**config.mk**
```make
export PLATFORM = sky130hd
export DESIGN_NAME = pc_fetch_unit
export DESIGN_NICKNAME = d
export VERILOG_FILES = /design/src/rtl/pc_fetch_unit_pkg.sv /design/src/rtl/pc_fetch_unit_queue.sv /design/src/rtl/pc_fetch_unit.sv
export SDC_FILE = /design/constraint.sdc
export NUM_CORES = 1
export LEC_CHECK = 0
export CAP_MARGIN = 20
export CORE_MARGIN = 1
export CORE_UTILIZATION = 55
export CTS_CLUSTER_DIAMETER = 80
export DETAILED_ROUTE_END_ITERATION = 8
export MAX_ROUTING_LAYER = met4
export PLACE_DENSITY = 0.82
export SYNTH_ARGS = -nofsm -noshare
export SYNTH_HDL_FRONTEND = slang
export SYNTH_SLANG_ARGS = --single-unit
```
**constraint.sdc**
```tcl
create_clock -name clk -period 3.33 [get_ports clk]
set_input_delay 0.666 -clock clk [delete_from_list [all_inputs] [get_ports clk]]
set_output_delay 0.666 -clock clk [all_outputs]
set_load 0.02 [all_outputs]
```
**src/rtl/pc_fetch_unit_pkg.sv**
```systemverilog
// Shared types and constants for the fetch front end.
package pc_fetch_unit_pkg;

    localparam int unsigned XLEN = 32;

    // Fetch FSM encoding
    typedef enum logic [1:0] {
        FS_REQ  = 2'd0,
        FS_WAIT = 2'd1,
        FS_DROP = 2'd2
    } fetch_state_e;

    localparam logic [XLEN-1:0] PC_INC           = 32'd4;
    localparam logic [XLEN-1:0] DEFAULT_RESET_PC = 32'h0000_0000;

    // One queued fetch result: the PC it was fetched from and the word returned
    typedef struct packed {
        logic [XLEN-1:0] pc;
        logic [XLEN-1:0] inst;
    } fetch_entry_t;

    // Force a byte address onto a word boundary
    function automatic logic [XLEN-1:0] word_align(input logic [XLEN-1:0] addr);
        return {addr[XLEN-1:2], 2'b00};
    endfunction

endpackage

```
**src/rtl/pc_fetch_unit_queue.sv**
```systemverilog
// Small FIFO of {pc, inst} pairs between fetch and decode.
// Flush wins over push; pop and flush together are legal.
module pc_fetch_unit_queue
    import pc_fetch_unit_pkg::*;
#(
    parameter int unsigned QDEPTH = 2,
    parameter int unsigned CNT_W  = $clog2(QDEPTH + 1)
) (
    input  logic               clk,
    input  logic               rst_n,
    input  logic               push,
    input  fetch_entry_t       push_data,
    input  logic               pop,
    input  logic               flush,
    output fetch_entry_t       head,
    output logic [CNT_W-1:0]   count
);

    localparam int unsigned PTR_W = (QDEPTH > 1) ? $clog2(QDEPTH) : 1;

    fetch_entry_t       mem [QDEPTH];
    logic [PTR_W-1:0]   wr_ptr;
    logic [PTR_W-1:0]   rd_ptr;
    logic [CNT_W-1:0]   count_q;
    logic               pop_ok;
    logic               push_ok;

    // Circular pointer advance for non power-of-two depths
    function automatic logic [PTR_W-1:0] ptr_inc(input logic [PTR_W-1:0] p);
        if (p == PTR_W'(QDEPTH - 1)) begin
            return '0;
        end
        return p + PTR_W'(1);
    endfunction

    // Qualify requests: never pop empty, never overrun full
    always_comb begin
        pop_ok  = pop && (count_q != '0);
        push_ok = push && !flush && ((count_q != CNT_W'(QDEPTH)) || pop_ok);
    end

    // Storage, pointers and occupancy
    always_ff @(posedge clk or negedge rst_n) begin
        if (!rst_n) begin
            for (int i = 0; i < int'(QDEPTH); i++) begin
                mem[i] <= '0;
            end
            wr_ptr  <= '0;
            rd_ptr  <= '0;
            count_q <= '0;
        end else if (flush) begin
            wr_ptr  <= '0;
            rd_ptr  <= '0;
            count_q <= '0;
        end else begin
            if (push_ok) begin
                mem[wr_ptr] <= push_data;
                wr_ptr      <= ptr_inc(wr_ptr);
            end
            if (pop_ok) begin
                rd_ptr <= ptr_inc(rd_ptr);
            end
            if (push_ok && !pop_ok) begin
                count_q <= count_q + CNT_W'(1);
            end else if (pop_ok && !push_ok) begin
                count_q <= count_q - CNT_W'(1);
            end
        end
    end

    assign head  = mem[rd_ptr];
    assign count = count_q;

endmodule

```
**src/rtl/pc_fetch_unit.sv**
```systemverilog
// Fetch PC register, one-outstanding instruction memory requester and
// decode-facing instruction queue with redirect/flush handling.
module pc_fetch_unit
    import pc_fetch_unit_pkg::*;
#(
    parameter logic [31:0] RESET_PC = DEFAULT_RESET_PC,
    parameter int unsigned QDEPTH   = 2
) (
    input  logic        clk,
    input  logic        rst_n,
    input  logic        redirect_valid,
    input  logic [31:0] redirect_pc,
    output logic [31:0] pc,
    output logic        imem_req,
    output logic [31:0] imem_addr,
    input  logic        imem_ack,
    input  logic        imem_rvalid,
    input  logic [31:0] imem_rdata,
    output logic        inst_valid,
    output logic [31:0] inst,
    output logic [31:0] inst_pc,
    input  logic        inst_ready
);

    localparam int unsigned CNT_W = $clog2(QDEPTH + 1);

    fetch_state_e       state_q;
    fetch_state_e       state_n;
    logic [XLEN-1:0]    pc_q;
    logic [XLEN-1:0]    pc_n;
    logic [XLEN-1:0]    req_pc_q;
    logic [XLEN-1:0]    req_pc_n;
    logic               req_q;
    logic               req_n;
    logic               fire;
    logic               push;
    logic               pop;
    logic [CNT_W-1:0]   count;
    logic [CNT_W-1:0]   count_n;
    fetch_entry_t       push_data;
    fetch_entry_t       head;

    // Request accepted by memory this cycle
    assign fire = (state_q == FS_REQ) && req_q && imem_ack;

    // FSM state register
    always_ff @(posedge clk or negedge rst_n) begin
        if (!rst_n) begin
            state_q <= FS_REQ;
        end else begin
            state_q <= state_n;
        end
    end

    // FSM next state; a redirect turns any live request into one to be dropped
    always_comb begin
        state_n = state_q;
        case (state_q)
            FS_REQ: begin
                if (fire) begin
                    state_n = redirect_valid ? FS_DROP : FS_WAIT;
                end
            end
            FS_WAIT: begin
                if (imem_rvalid) begin
                    state_n = FS_REQ;
                end else if (redirect_valid) begin
                    state_n = FS_DROP;
                end
            end
            FS_DROP: begin
                if (imem_rvalid) begin
                    state_n = FS_REQ;
                end
            end
            default: state_n = FS_REQ;
        endcase
    end

    // Next values for pc, request tracking, queue control and the request line
    always_comb begin
        pc_n      = pc_q;
        req_pc_n  = req_pc_q;
        push      = 1'b0;
        pop       = inst_valid && inst_ready;
        push_data = '0;
        count_n   = count;

        if (redirect_valid) begin
            pc_n = word_align(redirect_pc);
        end else if (fire) begin
            pc_n = pc_q + PC_INC;
        end

        if (fire) begin
            req_pc_n = pc_q;
        end

        push           = (state_q == FS_WAIT) && imem_rvalid && !redirect_valid;
        push_data.pc   = req_pc_q;
        push_data.inst = imem_rdata;

        if (redirect_valid) begin
            count_n = '0;
        end else if (push && !pop) begin
            count_n = count + CNT_W'(1);
        end else if (pop && !push) begin
            count_n = count - CNT_W'(1);
        end

        req_n = (state_n == FS_REQ) && (count_n < CNT_W'(QDEPTH));
    end

    // PC, request PC and registered request line
    always_ff @(posedge clk or negedge rst_n) begin
        if (!rst_n) begin
            pc_q     <= RESET_PC;
            req_pc_q <= '0;
            req_q    <= 1'b0;
        end else begin
            pc_q     <= pc_n;
            req_pc_q <= req_pc_n;
            req_q    <= req_n;
        end
    end

    pc_fetch_unit_queue #(
        .QDEPTH (QDEPTH),
        .CNT_W  (CNT_W)
    ) u_queue (
        .clk       (clk),
        .rst_n     (rst_n),
        .push      (push),
        .push_data (push_data),
        .pop       (pop),
        .flush     (redirect_valid),
        .head      (head),
        .count     (count)
    );

    // pc only moves on accept or redirect, so it doubles as the held request address
    assign pc         = pc_q;
    assign imem_req   = req_q;
    assign imem_addr  = pc_q;
    assign inst_valid = (count != '0);
    assign inst       = head.inst;
    assign inst_pc    = head.pc;

endmodule
```
* After elaboration in Yosys (flattened, before gate mapping) *
Cells that the tools add are included.

word-level totals
  register bits after elaboration = 199
  word-level logic and storage cells = 88

operators by class
  add/sub/neg operators = 5
  $lt $le $gt $ge = 4
  equal/unequal tests = 3
  mux-type cells = 34
  bitwise logic cells = 3
  reductions and logical operators = 28

operators by type and width
  kind                                                         count
  2-to-1 mux 64 bit                                            4
  bitwise mux 128 bit                                          1
  demux 64 bit (select 1 bit)                                  1
  2-to-1 mux 32 bit                                            2
  adder 32 x 3 -> 32 bit (second input constant)               1
  2-to-1 mux 2 bit                                             11
  logical AND 1 bit                                            14
  2-to-1 mux 1 bit                                             14
  nonzero test 2 bit                                           4
  one-hot mux 2 bit (3 select lines)                           1
  logical NOT 1 bit                                            5
  >= comparator 2 bit (second input constant)                  2
  logical NOT 2 bit                                            2
  NOT 1 -> 2 bit                                               2
  nonzero test 3 bit                                           1
  adder 1 bit (second input constant)                          2
  adder 2 x 1 -> 2 bit (second input constant)                 1
  == test 2 x 1 -> 1 bit (second input constant)               1
  == test 2 bit (second input constant)                        1
  less-than comparator 2 x 1 -> 1 bit (second input constant)  1
  less-than comparator 2 bit (second input constant)           1
  inequality test 2 bit (second input constant)                1
  AND reduction 2 bit                                          1
  subtractor 2 x 1 -> 2 bit (second input constant)            1
  2 further kinds                                              2

* Depth between registers and ports, before layout *
Gate-level depths: netlist of the first run.

  depth after elaboration = 10
  depth in mapped cells = 8
  depth with buffers taken out = 6

* By module *
Synthesis of the first run repeated with hierarchy kept, for this count alone.

second synthesis, totals
  cells, all modules = 741
  area, all modules = 9217.6 µm²

by module, submodules not included
  module               times used  cells an instance  area an instance (µm²)  seq. area each (µm²)
  pc_fetch_unit_queue  1           366                5928.2                  3303.2
  pc_fetch_unit        1           375                3289.4                  1576.5

* Worst setup path after synthesis of the first run *
No wires, ideal clock.

  kind = input to register
  start point = input port redirect_valid
  end point = register u_queue.mem[100] in the netlist's numbering
  setup time = 128 ps
  arrival time = 1918 ps
  required time = 3202 ps
  path slack = 1285 ps
  stages = 7
  buffers on the path = 3
  cell sequence = nand4bb_1 -> buf_2 -> a21oi_2 -> nor2b_1 -> buf_2 -> buf_4 -> mux2_1

on the way
  word-level cells in the longest chain between the ends = 5
  elaborated cells on any way between the ends = 6
  classes of those cells = bitwise (1); reduce/logical (5)

ends and longest elaborated chain
  element                            line                                            RTL
  start: declaration                 pc_fetch_unit.sv:11                             input logic redirect_valid,
  logical NOT 1 bit                  pc_fetch_unit_queue.sv:39, pc_fetch_unit.sv:99
  logical AND 1 bit                  pc_fetch_unit.sv:99                             push = (state_q == FS_WAIT) && imem_rvalid && !redirect_valid;
  logical AND 1 bit (2 in series)    pc_fetch_unit_queue.sv:39                       push_ok = push && !flush && ((count_q != CNT_W'(QDEPTH)) || pop_ok);
  AND reduction 2 bit (no line) (*)  -
  end signal: indexed assignment     pc_fetch_unit_queue.sv:57                       mem[wr_ptr] <= push_data;
  end: declaration                   pc_fetch_unit_queue.sv:21                       fetch_entry_t mem [QDEPTH];

Mark *: on every way between the ends. The rest lies on a longest branch, timed or not.
A chain may end at the register's enable or synchronous reset.

* Worst setup path after layout of the first run *
  start point = register u_queue.rd_ptr
  end point = output port inst_pc[17]

on the way
  word-level cells in the longest chain between the ends = 4

ends and longest elaborated chain
  element                                                line                       RTL
  start: declaration                                     pc_fetch_unit_queue.sv:23  logic [PTR_W-1:0] rd_ptr;
  start signal: assignment                               pc_fetch_unit_queue.sv:61  rd_ptr <= ptr_inc(rd_ptr);
  NOT 1 -> 2 bit (implied by the code)                   pc_fetch_unit_queue.sv:71  assign head = mem[rd_ptr];
  2-to-1 mux 64 bit (implied by the code) (3 in series)  pc_fetch_unit_queue.sv:71
  end: declaration                                       pc_fetch_unit.sv:21        output logic [31:0] inst_pc,

No other way between the ends. The select of a mux whose other input is x is not followed.

==> reports/results.txt, run 1 <==
status: completed
nets@finish: 958
Area after DPL: 0.0108 sq mm
DR WL/cell: 17.3 um
Worst Setup Start Kind: flop
Area growth syn-to-layout: 27.9%
clk slew on worst S/H paths: 0.06 ns
Pint: 5920 uW
register area share after synthesis: 53.6%
synth unique cells: 44
setup_tns: 0 ns
CTS max path bufs: 2
Total GRT Usage: 24.8%
Final Slew Violations: 0
vias in the first global route: 6,174
first-pass GRT wire length: 31,000 um
synthesized area: 0.00891 sq mm
Setup CP Type: reg -> out
Flop pwr share: 38.9%
# H-tree levels: 4
CTS resizes: 0
Clock power frac: 23.6%
crit-path max FO: 41
#FFs+latches synth: 191
Filler Cell Count: 1,072
initial antenna violation count: 0
crit path DAT: 2.25 ns
final hold violations: 0
Psw: 2910 uW
vias per inst: 5.53
Worst VDD drop: 473 uV
Final ANT Viol Nets: 0
largest net degree at the start of global routing: 69
Skew-Pair Late Insertion Delay: 0.42 ns
Vias: 6,162
Worst slew margin: 61.5%
setup violators final: 0
CTS Buf Count: 17
Initial Utilization: 56.3%
worst-margin pin slew: 0.577 ns
Post-DP HPWL: 13,100 um
P_leak: 0.00525 uW
fmax: 343 MHz
Hold Buf Count CTS: 0
CTS sink cnt: 191
Sw Ratio: 32.9%
Rows: 46
die area: 0.0167 sq mm
Clock Skew: 0.0111 ns
P per Cell Area: 775 mW/mm^2
Finished Layout Cells: 1,114
synth top area cells: dfrtp_1, mux2_1, mux2_2
RD Place Congestion: 0.836
Clock Root Buffer: clkbuf_16
Post-Syn Instances: 733
crit share post-route: 87.4%
DR iter-0 viols: 210
Yosys top cell by area: dfrtp_1
Placed Cells: 1,082
Worst Hold Class: in -> async
minimum clock period: 2.91 ns
die width: 129 um
wirelength, routed: 19,300 um
core area: 0.0158 sq mm
Comb pwr share: 37.5%
1st-pass router iterations: 4
fraction of layout cells with a size suffix above 1: 13.1%
YS warnings: 0
Critical Path RT: 2.66 ns
RSZ-0062 raised after global routing: no
Overflow after GRT: 0
Post-Syn Area per Cell: 12.2 sq um
cell area after layout: 0.0114 sq mm
Max-Cap Viols: 0
PortBufs: 191
CTS tree: done
die extent in y: 129 um
element type at the critical path end: output pin
Synth top area share: 53.6%
DRC errors left: 0
io pins: 200
Post-CTS Setup Bufs: 0
Ant. Diodes: 0
-- synth_stat cells --
cell type,count
a21oi_1,5
a21oi_2,1
a31oi_1,17
and2_1,2
and3_1,1
and3_2,1
and3_4,1
and4_1,5
and4bb_2,1
buf_1,3
buf_2,10
buf_4,42
buf_6,2
clkbuf_1,18
conb_1,1
dfrtp_1,191
ha_1,3
inv_1,9
mux2_1,124
mux2_2,63
mux2i_1,3
nand2_1,103
nand2_2,1
nand2b_1,2
nand3_1,12
nand4_1,6
nand4_2,3
nand4_4,2
nand4bb_1,1
nor2_1,20
nor2b_1,4
nor3_1,1
nor3b_1,2
o211ai_1,5
o21a_1,1
o21ai_0,8
o21ai_1,10
o22ai_1,1
o31ai_1,15
or2_1,1
or3_1,4
or4_1,19
xnor2_1,3
xor2_1,6
-- power groups by stage --
stage	sequential, uW	combinational [uW]	clock (uW)
3_3_place_gp	3390	3230	0
6_report	3440	3310	2090
3_5_place_dp	3470	3320	0
2_1_floorplan	3370	1960	0
4_1_cts	3430	3350	2130
5_1_grt	3530	3540	2220
-- critical path, cell delays in order, from the launching register on --
cell and delay (ns):
dfrtp_2 0.35, buf_4 0.49, mux2_2 0.41, clkdlybuf4s50_1 0.57
-- per-layer routing --
metal | vias to the layer above | global-route usage (%) | routed length [um]
li1 | 2851 | - | -
met1 | 3100 | 31.4 | 8360
met2 | 191 | 40.6 | 9650
met3 | 20 | 4.58 | 1060
met4 | 0 | 7.54 | 230
met5 | - | - | 0
-- layout by cell type, fill, tap and decap left out, types with 2 or more instances in the layout --
master           count
clkbuf_8             4
nand4_2              3
o31ai_1             15
and4_1               5
clkdlybuf4s50_1    190
nand4_4              2
ha_1                 3
clkinv_2             3
a31oi_1             17
o21ai_1             10
o211ai_1             5
clkbuf_16           17
clkbuf_1             3
xnor2_1              3
dfrtp_1            190
mux2i_1              3
nor2b_1              3
nor3b_1              2
nand3_1             12
o21ai_0              8
a21oi_1              5
or4_1               19
inv_6                2
xor2_1               6
and2_1               2
nand2b_1             2
buf_4                9
nor2_1              20
conb_1               6
nand4_1              6
inv_1                9
bufinv_16            3
mux2_1             124
mux2_2              63
or3_1                4
nand2_1            102
buf_12               3
-- final timing paths --
check,startpoint,endpoint,slack (ns),cells after the start
worst min register to register,u_queue.mem[102]$_DFFE_PN0P_,u_queue.mem[102]$_DFFE_PN0P_,0.48,1
worst max-delay path,u_queue.rd_ptr$_DFFE_PN0P_,inst_pc[17],0.42,3
worst max register to register,state_q[1]$_DFF_PN0_,u_queue.mem[116]$_DFFE_PN0P_,1.04,5
worst min-delay path,rst_n,u_queue.mem[22]$_DFFE_PN0P_,0.23,1
max in group asynchronous,rst_n,u_queue.mem[8]$_DFFE_PN0P_,2.24,2
min in group clk,u_queue.mem[102]$_DFFE_PN0P_,u_queue.mem[102]$_DFFE_PN0P_,0.48,1
-- flip-flops by register name, indices dropped and copies added (netlist names) --
| signal | flops |
|---|---|
| u_queue.mem | 124 |
| imem_addr | 30 |
| req_pc_q | 30 |
| state_q | 2 |
| u_queue.count | 2 |
| imem_req | 1 |
| u_queue.rd_ptr | 1 |
| u_queue.wr_ptr | 1 |
-- final cells by class --
cell class | instances | area [sq um] | share of cell area (%)
well taps | 216 | 270 | 2.37
inverters | 9 | 33.8 | 0.296
clock inverters | 9 | 130 | 1.14
clock buffers | 23 | 478 | 4.19
flip-flops and latches | 191 | 4780 | 41.9
multi-input cells | 463 | 3670 | 32.2
repair buffers | 203 | 2040 | 17.9
-- per-stage QoR --
stage | util, % | hold WS [ns] | setup WS, ns | total power (uW)
final | 72.0 | 0.234 | 0.418 | 8830
after global routing | 72.0 | 0.266 | 0.333 | 9290
after CTS | 72.0 | 0.244 | 0.398 | 8910
after detailed placement | 68.2 | 0.475 | 0.338 | 6800
after global placement | 68.2 | 0.463 | 0.460 | 6620
after floorplan | - | 0.370 | 1.28 | 5330
-- logic make-up (layout without fill, tap and decap cells) --
logic type	Yosys count	count (layout)	synth area share (%)
mux	190	190	24.0
simple gates	192	192	11.0
buf+inv	84	244	5.62
compound gates	63	63	4.42
flops	191	191	53.6
fa+ha+maj	3	3	0.421
xor+xnor	9	9	0.885
other cells	1	6	0.0421
No activity file was read; power rests on OpenSTA's default activity.
==> run 2, diff against run 1 <==
- CORE_UTILIZATION: 55 -> 51
- CTS_BUF_LIST: unset -> sky130_fd_sc_hd__clkbuf_16
- PLACE_DENSITY: 0.82 -> 0.77
- clock period: 3.33 -> 3.07 ns (I/O delays scaled with it)
==> run 2 against run 1 <==
Compared with the run above:
- sequential share of layout area shrank 0.32 points
- clock power rose by 11%
- register-to-register slack worse by 0.21 ns
- largest cell class unchanged
- hold slack got worse by 0.084 ns
- combinational power up 9.1%
- first-iteration DRC count up 39%
- critical path type unchanged
- design area is 0.77% higher
- critical path depth stayed put
==> reports/results.txt, run 2 (synthesized netlist as in run 1, its figures left out) <==
Buf+Inv Stages, Crit Path: 2
WL met2: 9750 um
met1 WL: 8420 um
Rows: 47
Clock Root Buffer: clkbuf_16
Setup CP Type: reg -> out
DR WL/cell: 17.4 um
commonest cells after routing, fill and taps aside: dfrtp_1, clkdlybuf4s50_1, mux2_1
Area growth syn-to-layout: 28.9%
Post-DP HPWL: 13,400 um
die area: 0.0180 sq mm
Critical Path RT: 2.46 ns
CTS resizes: 0
crit path DAT: 2.04 ns
cell family with most CP delay: buffers and inverters
slowest stage delay, CP: 0.56 ns
Clock Skew: 0.00719 ns
vias in the first global route: 6,352
Vias: 6,135
Max-Cap Viols: 0
wirelength, routed: 19,400 um
highest metal used: met4
1st-pass router iterations: 4
# H-tree levels: 4
die extent in y: 134 um
Largest Register: u_queue.mem
Hold Buf Count CTS: 0
RD Place Congestion: 0.857
nets@finish: 961
crit-path max FO: 21
area of the multi-input gates: 0.00367 sq mm
io pins: 200
crit share post-route: 86.3%
CTS tree: done
setup violators final: 0
P per Cell Area: 841 mW/mm^2
P_leak: 0.00529 uW
Skew-Pair Late Insertion Delay: 0.42 ns
Final ANT Viol Nets: 0
worst-path cell chain: buf_4 > mux2_2 > clkdlybuf4s50_1
first-pass GRT wire length: 31,800 um
final hold violations: 0
Ant. Diodes: 0
vias per inst: 5.48
max reg flops: 124
worst setup margin: 0.419 ns
largest net degree at the start of global routing: 76
CTS Buf Count: 17
Filler Cell Count: 1,267
Worst path slowest cell: clkdlybuf4s50_1
initial antenna violation count: 0
status: completed
Sequential Area: 0.00478 sq mm
CTS max path bufs: 2
setup_tns: 0 ns
PortBufs: 191
die width: 134 um
Initial Utilization: 53.0%
Final Slew Violations: 0
element type at the critical path end: output pin
fraction of layout cells with a size suffix above 1: 13.1%
core area: 0.0168 sq mm
pre-CTS setup slack: 0.332 ns
met3 WL: 902 um
clk slew on worst S/H paths: 0.06 ns
hold_ws: 0.150 ns
CTS sink cnt: 191
fmax: 377 MHz
DR iter-0 viols: 292
Worst VDD drop: 391 uV
Worst Setup Start Kind: flop
DRC errors left: 0
Worst Hold Class: in -> async
RSZ-0062 raised after global routing: no
Post-CTS Setup Bufs: 0
minimum clock period: 2.65 ns
Overflow after GRT: 0
Total GRT Usage: 23.3%
## run 2: final cells by class
type	count	share of cell area (%)
flip-flops and latches	191	41.6
clock buffers	17	3.70
multi-input cells	463	31.9
well taps	220	2.40
inverters	9	0.294
clock inverters	13	1.72
repair buffers	206	18.4
## run 2: through the flow
| stage | cell area (sq um) | power, uW | instances | utilization, % |
|---|---|---|---|---|
| 2_1_floorplan | 8930 | 5780 | 738 | - |
| 3_3_place_gp | 10800 | 7210 | 1088 | 64.4 |
| 3_5_place_dp | 10800 | 7400 | 1088 | 64.4 |
| 4_1_cts | 11500 | 9750 | 1118 | 68.2 |
| 5_1_grt | 11500 | 10200 | 1119 | 68.3 |
| 6_report | 11500 | 9660 | 1119 | 68.3 |
## run 2: report_power, final
part	total [uW]	switching [uW]	internal, uW
clock	2330	897	1430
sequential	3730	470	3260
combinational	3610	1770	1840
total	9660	3140	6520
## run 2: path summary, 6_finish.rpt
path | startpoint | to | slack [ns] | cells past startpoint
setup / recovery | u_queue.rd_ptr$_DFFE_PN0P_ | inst_pc[31] | 0.42 | 3
hold / removal | rst_n | imem_addr[26]$_DFFE_PN0N_ | 0.15 | 1
setup reg to reg | u_queue.count[1]$_DFFE_PN0P_ | u_queue.mem[86]$_DFFE_PN0P_ | 0.83 | 7
hold reg to reg | u_queue.mem[63]$_DFFE_PN0P_ | u_queue.mem[63]$_DFFE_PN0P_ | 0.48 | 1
max in group asynchronous | rst_n | req_pc_q[8]$_DFFE_PN0P_ | 2.11 | 2
min in group clk | u_queue.mem[63]$_DFFE_PN0P_ | u_queue.mem[63]$_DFFE_PN0P_ | 0.48 | 1
## run 2: per-layer routing
| metal | global-route usage [%] | up-vias |
|---|---|---|
| met3 | 3.55 | 22 |
| met5 | - | - |
| met2 | 38.6 | 184 |
| li1 | - | 2864 |
| met4 | 8.24 | 0 |
| met1 | 29.1 | 3065 |
## run 2: worst register-to-register path, cell delays in order, from the launching register on
cell and delay [ns]:
dfrtp_1 0.41, inv_1 0.09, ha_1 0.21, nand2b_1 0.20, a21oi_2 0.26, nor2b_4 0.23
buf_4 0.34, mux2_1 0.38
